### src/rtl/mul16s_acc_stage.sv
// Signed product accumulator: sums 32-bit products into ACC_W-bit groups and holds each group result until it is consumed.
// Optional saturation is enabled by defining MUL16S_ACC_SAT_EN; without it the sum wraps and ovf_o reads 0.
module mul16s_acc_stage #(
  parameter int ACC_W     = 40,
  parameter int MAX_BEATS = 255
) (
  input  logic              clock,
  input  logic              reset,
  input  logic              in_valid,
  output logic              in_ready,
  input  logic [31:0]       prod_i,
  input  logic              in_last,
  output logic              out_valid,
  input  logic              out_ready,
  output logic [ACC_W-1:0]  acc_o,
  output logic [7:0]        cnt_o,
  output logic              trunc_o,
  output logic              ovf_o
);

  typedef enum logic [1:0] {IDLE, ACCUM, HOLD} state_t;

  localparam logic [7:0] MAX_CNT = 8'(MAX_BEATS);

  state_t           state_q, state_d;
  logic [ACC_W-1:0] acc_q, acc_d;
  logic [7:0]       cnt_q, cnt_d;
  logic             trunc_q, trunc_d;
  logic [ACC_W-1:0] prod_ext;
  logic [7:0]       cnt_next;
  logic             accept;
  logic             close;

`ifdef MUL16S_ACC_SAT_EN
  localparam logic [ACC_W-1:0] ACC_MAX = {1'b0, {(ACC_W-1){1'b1}}};
  localparam logic [ACC_W-1:0] ACC_MIN = {1'b1, {(ACC_W-1){1'b0}}};
  logic             ovf_q, ovf_d;
  logic [ACC_W:0]   sum;
  assign ovf_o = ovf_q;
`else
  assign ovf_o = 1'b0;
`endif

  assign prod_ext  = {{(ACC_W-32){prod_i[31]}}, prod_i};
  assign in_ready  = (state_q != HOLD);
  assign out_valid = (state_q == HOLD);
  assign accept    = in_valid && in_ready;
  // The first beat of a group always counts as 1, regardless of the stale count.
  assign cnt_next  = (state_q == IDLE) ? 8'd1 : cnt_q + 8'd1;
  assign close     = in_last || (cnt_next == MAX_CNT);
  assign acc_o     = acc_q;
  assign cnt_o     = cnt_q;
  assign trunc_o   = trunc_q;

  always_comb begin
    state_d = state_q;
    acc_d   = acc_q;
    cnt_d   = cnt_q;
    trunc_d = trunc_q;
`ifdef MUL16S_ACC_SAT_EN
    ovf_d   = ovf_q;
    sum     = {acc_q[ACC_W-1], acc_q} + {prod_ext[ACC_W-1], prod_ext};
`endif
    case (state_q)
      IDLE, ACCUM: begin
        if (accept) begin
          cnt_d   = cnt_next;
          trunc_d = !in_last && (cnt_next == MAX_CNT);
          state_d = close ? HOLD : ACCUM;
          if (state_q == IDLE) begin
            acc_d = prod_ext;
`ifdef MUL16S_ACC_SAT_EN
            ovf_d = 1'b0;
`endif
          end else begin
`ifdef MUL16S_ACC_SAT_EN
            // Top two sum bits disagree exactly when the result leaves the ACC_W range.
            if (sum[ACC_W] != sum[ACC_W-1]) begin
              acc_d = sum[ACC_W] ? ACC_MIN : ACC_MAX;
              ovf_d = 1'b1;
            end else begin
              acc_d = sum[ACC_W-1:0];
            end
`else
            acc_d = acc_q + prod_ext;
`endif
          end
        end
      end
      HOLD: begin
        if (out_ready) state_d = IDLE;
      end
      default: state_d = IDLE;
    endcase
  end

  always_ff @(posedge clock) begin
    if (reset) begin
      state_q <= IDLE;
      acc_q   <= '0;
      cnt_q   <= '0;
      trunc_q <= 1'b0;
`ifdef MUL16S_ACC_SAT_EN
      ovf_q   <= 1'b0;
`endif
    end else begin
      state_q <= state_d;
      acc_q   <= acc_d;
      cnt_q   <= cnt_d;
      trunc_q <= trunc_d;
`ifdef MUL16S_ACC_SAT_EN
      ovf_q   <= ovf_d;
`endif
    end
  end

endmodule

### config.mk
export PLATFORM = sky130hd
export DESIGN_NAME = mul16s_acc_stage
export DESIGN_NICKNAME = d
export VERILOG_FILES = /design/src/rtl/mul16s_acc_stage.sv
export SDC_FILE = /design/constraint.sdc
export NUM_CORES = 1
export LEC_CHECK = 0
export BUFFER_PORTS_ARGS = -buffer_cell sky130_fd_sc_hd__buf_4
export CAP_MARGIN = 10
export CORE_UTILIZATION = 56
export CTS_CLUSTER_SIZE = 16
export DETAILED_ROUTE_END_ITERATION = 16
export HOLD_SLACK_MARGIN = 0.08
export PLACE_DENSITY = 0.77
export SYNTH_ARGS = -nofsm -noshare
export SYNTH_HDL_FRONTEND = slang
export SYNTH_SLANG_ARGS = --single-unit
### constraint.sdc
create_clock -name clock -period 3.29 [get_ports clock]
set_input_delay 0.329 -clock clock [delete_from_list [all_inputs] [get_ports clock]]
set_output_delay 0.329 -clock clock [all_outputs]
set_load 0.01 [all_outputs]
After elaboration in Yosys (flattened, before gate mapping). Index checks and enable logic that the tools add are counted.

Muxes and demuxes: 6. $lt $le $gt $ge: 0. Reduce and logical (&&, ||, !) cells: 8. Shifts and indexed selects: 0. Divide/modulo/power cells: 0. Equality and inequality tests: 6. Bitwise logic cells: 0. $add $sub $neg: 2. Multiply operators: 0.

Operators with widths (number): adder 40 bit (1); two-way mux 40 bit (1); adder 8 x 1 -> 8 bit (second input constant) (1); == test 8 bit (second input constant) (1); two-way mux 8 bit (1); two-way mux 2 bit (3); != test 2 bit (second input constant) (2); one-hot mux 2 bit (2 select lines) (1); AND reduction 2 bit (2); == test 2 x 1 -> 1 bit (second input constant) (1); == test 2 bit (second input constant) (1); logical AND 1 bit (2); logical NOT 2 bit (1); != test 2 x 1 -> 1 bit (second input constant) (1); OR reduction 2 bit (1); logical NOT 1 bit (1); logical OR 1 bit (1).

Bits in registers: 51. RAM bits: 0. ROM bits: 0. Latch bits: 0. Word-level logic and storage cells: 26. Memories: 0.

Depth between registers and ports, before layout. Gate-level depths: netlist (run 1).

Depth in word-level cells: 7. Mapped depth: 13.

Worst setup path before layout (run 1). Ideal clock, no wire load.

Path kind: register to register. Start: register acc_q[0] (netlist: acc_o[0]). End: register acc_q[30] (netlist: acc_o[30]). Cell stages (with the launch flop): 14. Arrival time: 2.601 ns. Setup time: 0.062 ns. Setup slack: 0.627 ns. Clock period less this slack: 2.663 ns. Path buffers: 1. Cell sequence: dfxtp_1 ha_1 inv_1 fa_1 nor2b_1 o31a_1 o21a_1 o21ai_1 and3_1 o21a_1 and3_1 buf_2 or3b_1 nand3_1.

Word-level cells in the longest chain between the ends: 2.

RTL lines: from (decl) (line 26) `logic [ACC_W-1:0] acc_q, acc_d;`; from (signal assigned) (line 100) `acc_q <= '0;`; from (signal assigned) (line 108) `acc_q <= acc_d;`; adder 40 bit (line 85) `acc_d = acc_q + prod_ext;`; two-way mux 40 bit (line 70) `if (state_q == IDLE) begin`.

Every way passes these cells. A chain may end at the register's enable or synchronous reset.

Final worst setup path (run 1). Ends and elaborated chain as after synthesis.

==> metrics.csv, run 1 <==
stage,metric,value,unit
outcome,outcome,"complete, no violations",
yosys,post-synth top area share,23.37,%
placement,Placed Area,5090,µm²
finish,Util after Layout,70.34,%
power_and_ir_drop,power per cell area,400.8,nW/µm²
finish,synthesis-to-layout area growth,19.27,%
placement,PortBufs,87,
sta,max-slew violation count,0,
global_route,vias in the first global route,4454,
critical_path,Worst EP arrival,3.14,ns
global_route,global route total overflow,0,
drt,final WL,12.35,mm
sta,Final WS setup,0.4127,ns
clock_network,postcts setup bufs,0,
placement,dpl cells,752,
sta,setup total negative slack,0,ns
yosys,post-synthesis sequential area ratio,23.37,%
floorplanning,Std-Cell Rows,31,
global_route,initial antenna violation count,0,
critical_path,"setup slack, reg-to-reg",0.41,ns
finish,# nets final,738,
critical_path,critical path class,register to register,
critical_path,maximum fanout along the worst path,5,
power_and_ir_drop,peak supply drop,269.4,µV
finish,# diodes,0,
critical_path,startpoint types,register,
clock_network,CTS root buf,clkbuf_8,
yosys,"EDFF count, synth",0,
floorplanning,chip width,90.33,µm
sta,Min Hold Slack,0.2936,ns
drt,Iteration-0 DRC Markers,285,
drt,Via Count,4738,
yosys,prevailing post-synth register cell,dfxtp_1,
placement,gpl congestion,0.9450,
placement,setup slack at placement,0.3996,ns
sta,Setup Viol. Count Final,0,
power_and_ir_drop,Pwr Total,2.089,mW
critical_path,Critical Path Sink Type,register,
flow_run,maxcap violations,0,
yosys,Avg Inst Size Synth,7.431,µm²
global_route,largest net degree at the start of global routing,45,
floorplanning,Die ar.,8160,µm²
critical_path,CP required,3.55,ns
clock_network,total CTS buffers,5,
global_route,first-pass GRT wire length,20.46,mm
yosys,ranking of synthesized cells by area,"dfxtp_1 (23%), ha_1 (11%), a21oi_1 (8.5%), nand2_1 (5.2%), nor2_1 (4.6%)",
drt,vias per cell,6.234,
yosys,post-synthesis register bit count,51,
sta,Layout Skew,0.008866,ns
yosys,Ys Warns,0,
finish,Non-Filler Instances,760,
floorplanning,Starting Density,58.98,%
finish,fraction of layout cells with a size suffix above 1,17.40,%
clock_network,Clock transition at path regs,0.10,ns
power_and_ir_drop,Leakage Power,2.269,nW
sta,endpoints failing hold,0,
yosys,"area leader, netlist",dfxtp_1,
min_path,Hold WC Path Type,input port to register,
drt,DRT Pass-1 Iters,5,
finish,design area,5211,µm²
sta,fmax,0.3476,GHz
drt,drc violations,0,
yosys,Syn Nets,666,
sta,Final Cycle Share,87.45,%
clock_network,htree depth,2,
yosys,"Async S/R FF share, synth",0,%
clock_network,Bufs on Longest Clock Path,2,
clock_network,CTS tree,done,
global_route,Total GRT Usage,30.28,%
sta,Worst Tran Pin Value,0.7815,ns
drt,WL/cell,16.25,µm
sta,Tmin final,2.877,ns
placement,DP Wirelength,8.994,mm
drt,antenna-violating nets left,0,
yosys,Synth cell types,54,
floorplanning,die height,90.33,µm
sta,Slew HR,47.35,%
clock_network,CTS Sinks,51,
floorplanning,num ports,89,
clock_network,number of hold buffers added after CTS,0,
clock_network,worst skew pair latency,0.32,ns
clock_network,CTS resizes,0,
sta,unrepaired setup endpoints after global routing,no,
yosys,Syn Inst Count,588,
yosys,synthesized area,4369,µm²
floorplanning,Core ar.,7408,µm²
## cells in the final DEF (no fill, tap or decap), types with 4 or more instances in the layout
cell type / count
a211oi_1: 6
a21o_1: 12
a21oi_1: 74
a31oi_1: 9
and3_1: 9
buf_4: 95
clkbuf_8: 6
dfxtp_1: 51
ha_1: 40
inv_1: 12
mux2i_1: 8
nand2_1: 61
nand2b_1: 6
nand3_1: 27
nand4_1: 4
nor2_1: 53
nor2b_1: 6
nor3_1: 16
nor4_1: 5
o21a_1: 11
o21ai_0: 35
o21ai_1: 8
o21bai_1: 6
o221ai_1: 20
or3_1: 9
xnor2_1: 19
xor2_1: 11
## final cells by class
cell class              instances  area (µm²)
clock buffers                   6       82.58
fillers                       652        2197
repair buffers                 95       713.2
inverters                      12       45.04
flip-flops and latches         51        1021
well taps                      99       123.9
multi-input cells             495        3187
clock inverters                 2       38.79
## worst max-delay path: stages (launching register included)
cell     delay, ns
dfxtp_1       0.36
ha_1          0.17
inv_1         0.06
fa_1          0.41
nor2b_1       0.18
o31a_1        0.26
o21a_1        0.17
o21ai_1       0.13
and3_1        0.23
o21a_1        0.21
and3_1        0.21
or3b_1        0.36
nand3_1       0.06
## kinds of logic (layout without fill, tap and decap cells)
group | count (synthesis) | in the layout | share of synthesized area, %
AOI/OAI and AO/OA | 208 | 208 | 30.73
xor gates and xnor gates | 30 | 30 | 6.014
adders and majority gates | 41 | 41 | 11.91
buffers and inverters | 42 | 115 | 3.809
DFF | 51 | 51 | 23.37
muxes | 8 | 8 | 1.833
other | 1 | 1 | 0.08583
and+or+nand+nor | 207 | 207 | 22.25
## routing by layer
layer	GRT usage, %	part of all wire, %	routed length (µm)	up-vias
met5	0	0	0	-
met4	9.140	1.5	191	0
met3	3.620	6.1	757	24
met2	50.64	46	5650	189
met1	40.80	47	5749	2202
li1	-	-	-	2323
## power by group
group          switching, mW  internal [mW]
combinational          0.502          0.384
clock                  0.235          0.251
sequential            0.0461          0.670
total                  0.783           1.31
## cell usage after synthesis (5+ instances only)
cell	instances
o21a_1	11
a21o_1	12
o21bai_1	6
nor2_1	54
nor2b_1	7
a31oi_1	9
ha_1	40
xnor2_1	19
nor3_1	16
nand2_1	61
o21ai_0	35
and3_1	9
nand2b_1	6
nor4_1	5
nand3_1	27
dfxtp_1	51
mux2i_1	8
inv_1	12
o21ai_1	8
or3_1	9
a21oi_1	74
a211oi_1	6
o221ai_1	20
xor2_1	11
clkbuf_1	22
## flip-flops by register name, summed over array words and instances (netlist names)
register  count
acc_o        40
cnt_o         8
state_q       2
trunc_o       1
## final timing paths
path | from | end | cells after the start
worst min register to register | acc_o[14]$_SDFFE_PP0P_ | acc_o[14]$_SDFFE_PP0P_ | 2
worst max-delay path | acc_o[0]$_SDFFE_PP0P_ | acc_o[30]$_SDFFE_PP0P_ | 12
worst min-delay path | prod_i[21] | acc_o[21]$_SDFFE_PP0P_ | 3
worst max register to register | acc_o[0]$_SDFFE_PP0P_ | acc_o[30]$_SDFFE_PP0P_ | 12
Note: power is estimated with default switching activity, not from simulation.
==> run 2: changes to the inputs <==
--- a/config.mk
+++ b/config.mk
@@ -12,6 +12,7 @@
 export DETAILED_ROUTE_END_ITERATION = 16
 export HOLD_SLACK_MARGIN = 0.08
 export PLACE_DENSITY = 0.77
+export REMOVE_ABC_BUFFERS = 1
 export SYNTH_ARGS = -nofsm -noshare
 export SYNTH_HDL_FRONTEND = slang
 export SYNTH_SLANG_ARGS = --single-unit
==> metrics.csv, run 2 (same netlist as run 1, synthesis figures left out) <==
stage,metric,value,unit
drt,drc violations,0,
finish,# nets final,734,
clock_network,CTS root buf,clkbuf_8,
clock_network,CTS resizes,0,
power_and_ir_drop,peak supply drop,249.3,µV
critical_path,RR Startpoint,acc_o[0]$_SDFFE_PP0P_,
flow_run,maxcap violations,0,
global_route,Total GRT Usage,31.12,%
critical_path,Worst EP arrival,3.12,ns
floorplanning,num ports,89,
floorplanning,chip width,90.33,µm
floorplanning,Std-Cell Rows,31,
finish,design area,5177,µm²
global_route,global route total overflow,0,
finish,Non-Filler Instances,756,
finish,# diodes,0,
clock_network,Clock transition at path regs,0.11,ns
clock_network,CTS Sinks,51,
min_path,WHS Endpoint,acc_o[21]$_SDFFE_PP0P_,
placement,gpl congestion,0.9348,
global_route,first-pass GRT wire length,21.00,mm
floorplanning,die height,90.33,µm
finish,max reg flops,40,
critical_path,Critical Path Sink Type,register,
sta,Min Hold Slack,0.2947,ns
drt,Iteration-0 DRC Markers,231,
sta,Final Cycle Share,86.86,%
clock_network,total CTS buffers,5,
global_route,largest net degree at the start of global routing,45,
finish,fill cell count,656,
sta,Final WS setup,0.4325,ns
critical_path,reg2reg path depth,12,
placement,dpl cells,748,
sta,unrepaired setup endpoints after global routing,no,
sta,setup total negative slack,0,ns
clock_network,worst skew pair latency,0.32,ns
power_and_ir_drop,Leakage Power,2.250,nW
clock_network,CTS tree,done,
drt,vias per cell,6.250,
clock_network,postcts setup bufs,0,
global_route,vias in the first global route,4475,
sta,fmax,0.3500,GHz
sta,Layout Skew,0.01117,ns
drt,Via Count,4725,
critical_path,startpoint types,register,
placement,setup slack at placement,0.4307,ns
drt,antenna-violating nets left,0,
sta,Setup Viol. Count Final,0,
critical_path,"setup slack, reg-to-reg",0.43,ns
finish,highest-count cells in the layout ignoring fill and taps,"buf_4 (91), a21oi_1 (74), nand2_1 (61)",
min_path,Hold WC Path Type,input port to register,
sta,endpoints failing hold,0,
clock_network,htree depth,2,
min_path,worst hold start,prod_i[21],
sta,max-slew violation count,0,
global_route,initial antenna violation count,0,
critical_path,CP required,3.56,ns
drt,WL/cell,16.46,µm
clock_network,number of hold buffers added after CTS,0,
finish,"commonest non-fill, non-tap cell in the layout",buf_4,
finish,fraction of layout cells with a size suffix above 1,16.89,%
drt,DRT Pass-1 Iters,5,
finish,Util after Layout,69.89,%
power_and_ir_drop,Pwr Total,2.081,mW
floorplanning,Die ar.,8160,µm²
placement,Placed Area,5060,µm²
critical_path,Worst R2R End,acc_o[30]$_SDFFE_PP0P_,
clock_network,Bufs on Longest Clock Path,2,
outcome,outcome,"complete, no violations",
drt,final WL,12.44,mm
sta,Slew HR,40.35,%
finish,synthesis-to-layout area growth,18.50,%
critical_path,critical path class,register to register,
sta,Worst Tran Pin Value,0.8854,ns
floorplanning,Core ar.,7408,µm²
sta,Tmin final,2.858,ns
power_and_ir_drop,power per cell area,401.9,nW/µm²
floorplanning,Starting Density,58.98,%
min_path,hold path depth,3,
placement,DP Wirelength,9.003,mm
placement,PortBufs,87,
critical_path,maximum fanout along the worst path,5,
run 2: layout make-up:
cell class | instances | area, µm² | area share [%]
clock buffer | 6 | 82.58 | 1.595
clock inverter | 2 | 35.03 | 0.6767
inverter | 12 | 45.04 | 0.8700
multi-input combinational | 495 | 3187 | 61.55
sequential | 51 | 1021 | 19.72
tap | 99 | 123.9 | 2.392
timing repair buffer | 91 | 683.2 | 13.19
run 2: how the worst max path moves through the flow:
stage | start | endpoint | slack, ns | depth (start not counted)
3_3_place_gp | prod_i[0] | acc_o[30]$_SDFFE_PP0P_ | 0.47 | 13
5_1_grt | acc_o[0]$_SDFFE_PP0P_ | acc_o[30]$_SDFFE_PP0P_ | 0.28 | 12
3_5_place_dp | prod_i[0] | acc_o[30]$_SDFFE_PP0P_ | 0.43 | 13
4_1_cts | acc_o[0]$_SDFFE_PP0P_ | acc_o[30]$_SDFFE_PP0P_ | 0.45 | 12
6_report | acc_o[0]$_SDFFE_PP0P_ | acc_o[30]$_SDFFE_PP0P_ | 0.43 | 12
2_1_floorplan | state_q[1]$_SDFFE_PP0P_ | acc_o[32]$_SDFFE_PP0P_ | 0.44 | 5
run 2: per-layer routing:
layer  wire (µm)  vias up  track usage, %
li1            -     2308               -
met1        5629     2236           41.48
met2        5868      166           52.74
met3         778       15           3.704
met4         165        0           9.005
met5           0        -               0
run 2: critical path, stage by stage (launching register included):
cell,delay (ns)
dfxtp_1,0.37
ha_1,0.18
inv_1,0.06
fa_1,0.41
nor2b_1,0.17
o31a_1,0.26
o21a_1,0.16
o21ai_1,0.11
and3_1,0.22
o21a_1,0.21
and3_1,0.22
or3b_1,0.37
nand3_1,0.07
run 2: report_power, final:
group          total [mW]  switching, mW  internal, mW  leakage [nW]
Sequential          0.717         0.0465         0.670         0.419
Combinational       0.881          0.501         0.379          1.77
Clock               0.484          0.237         0.247        0.0612
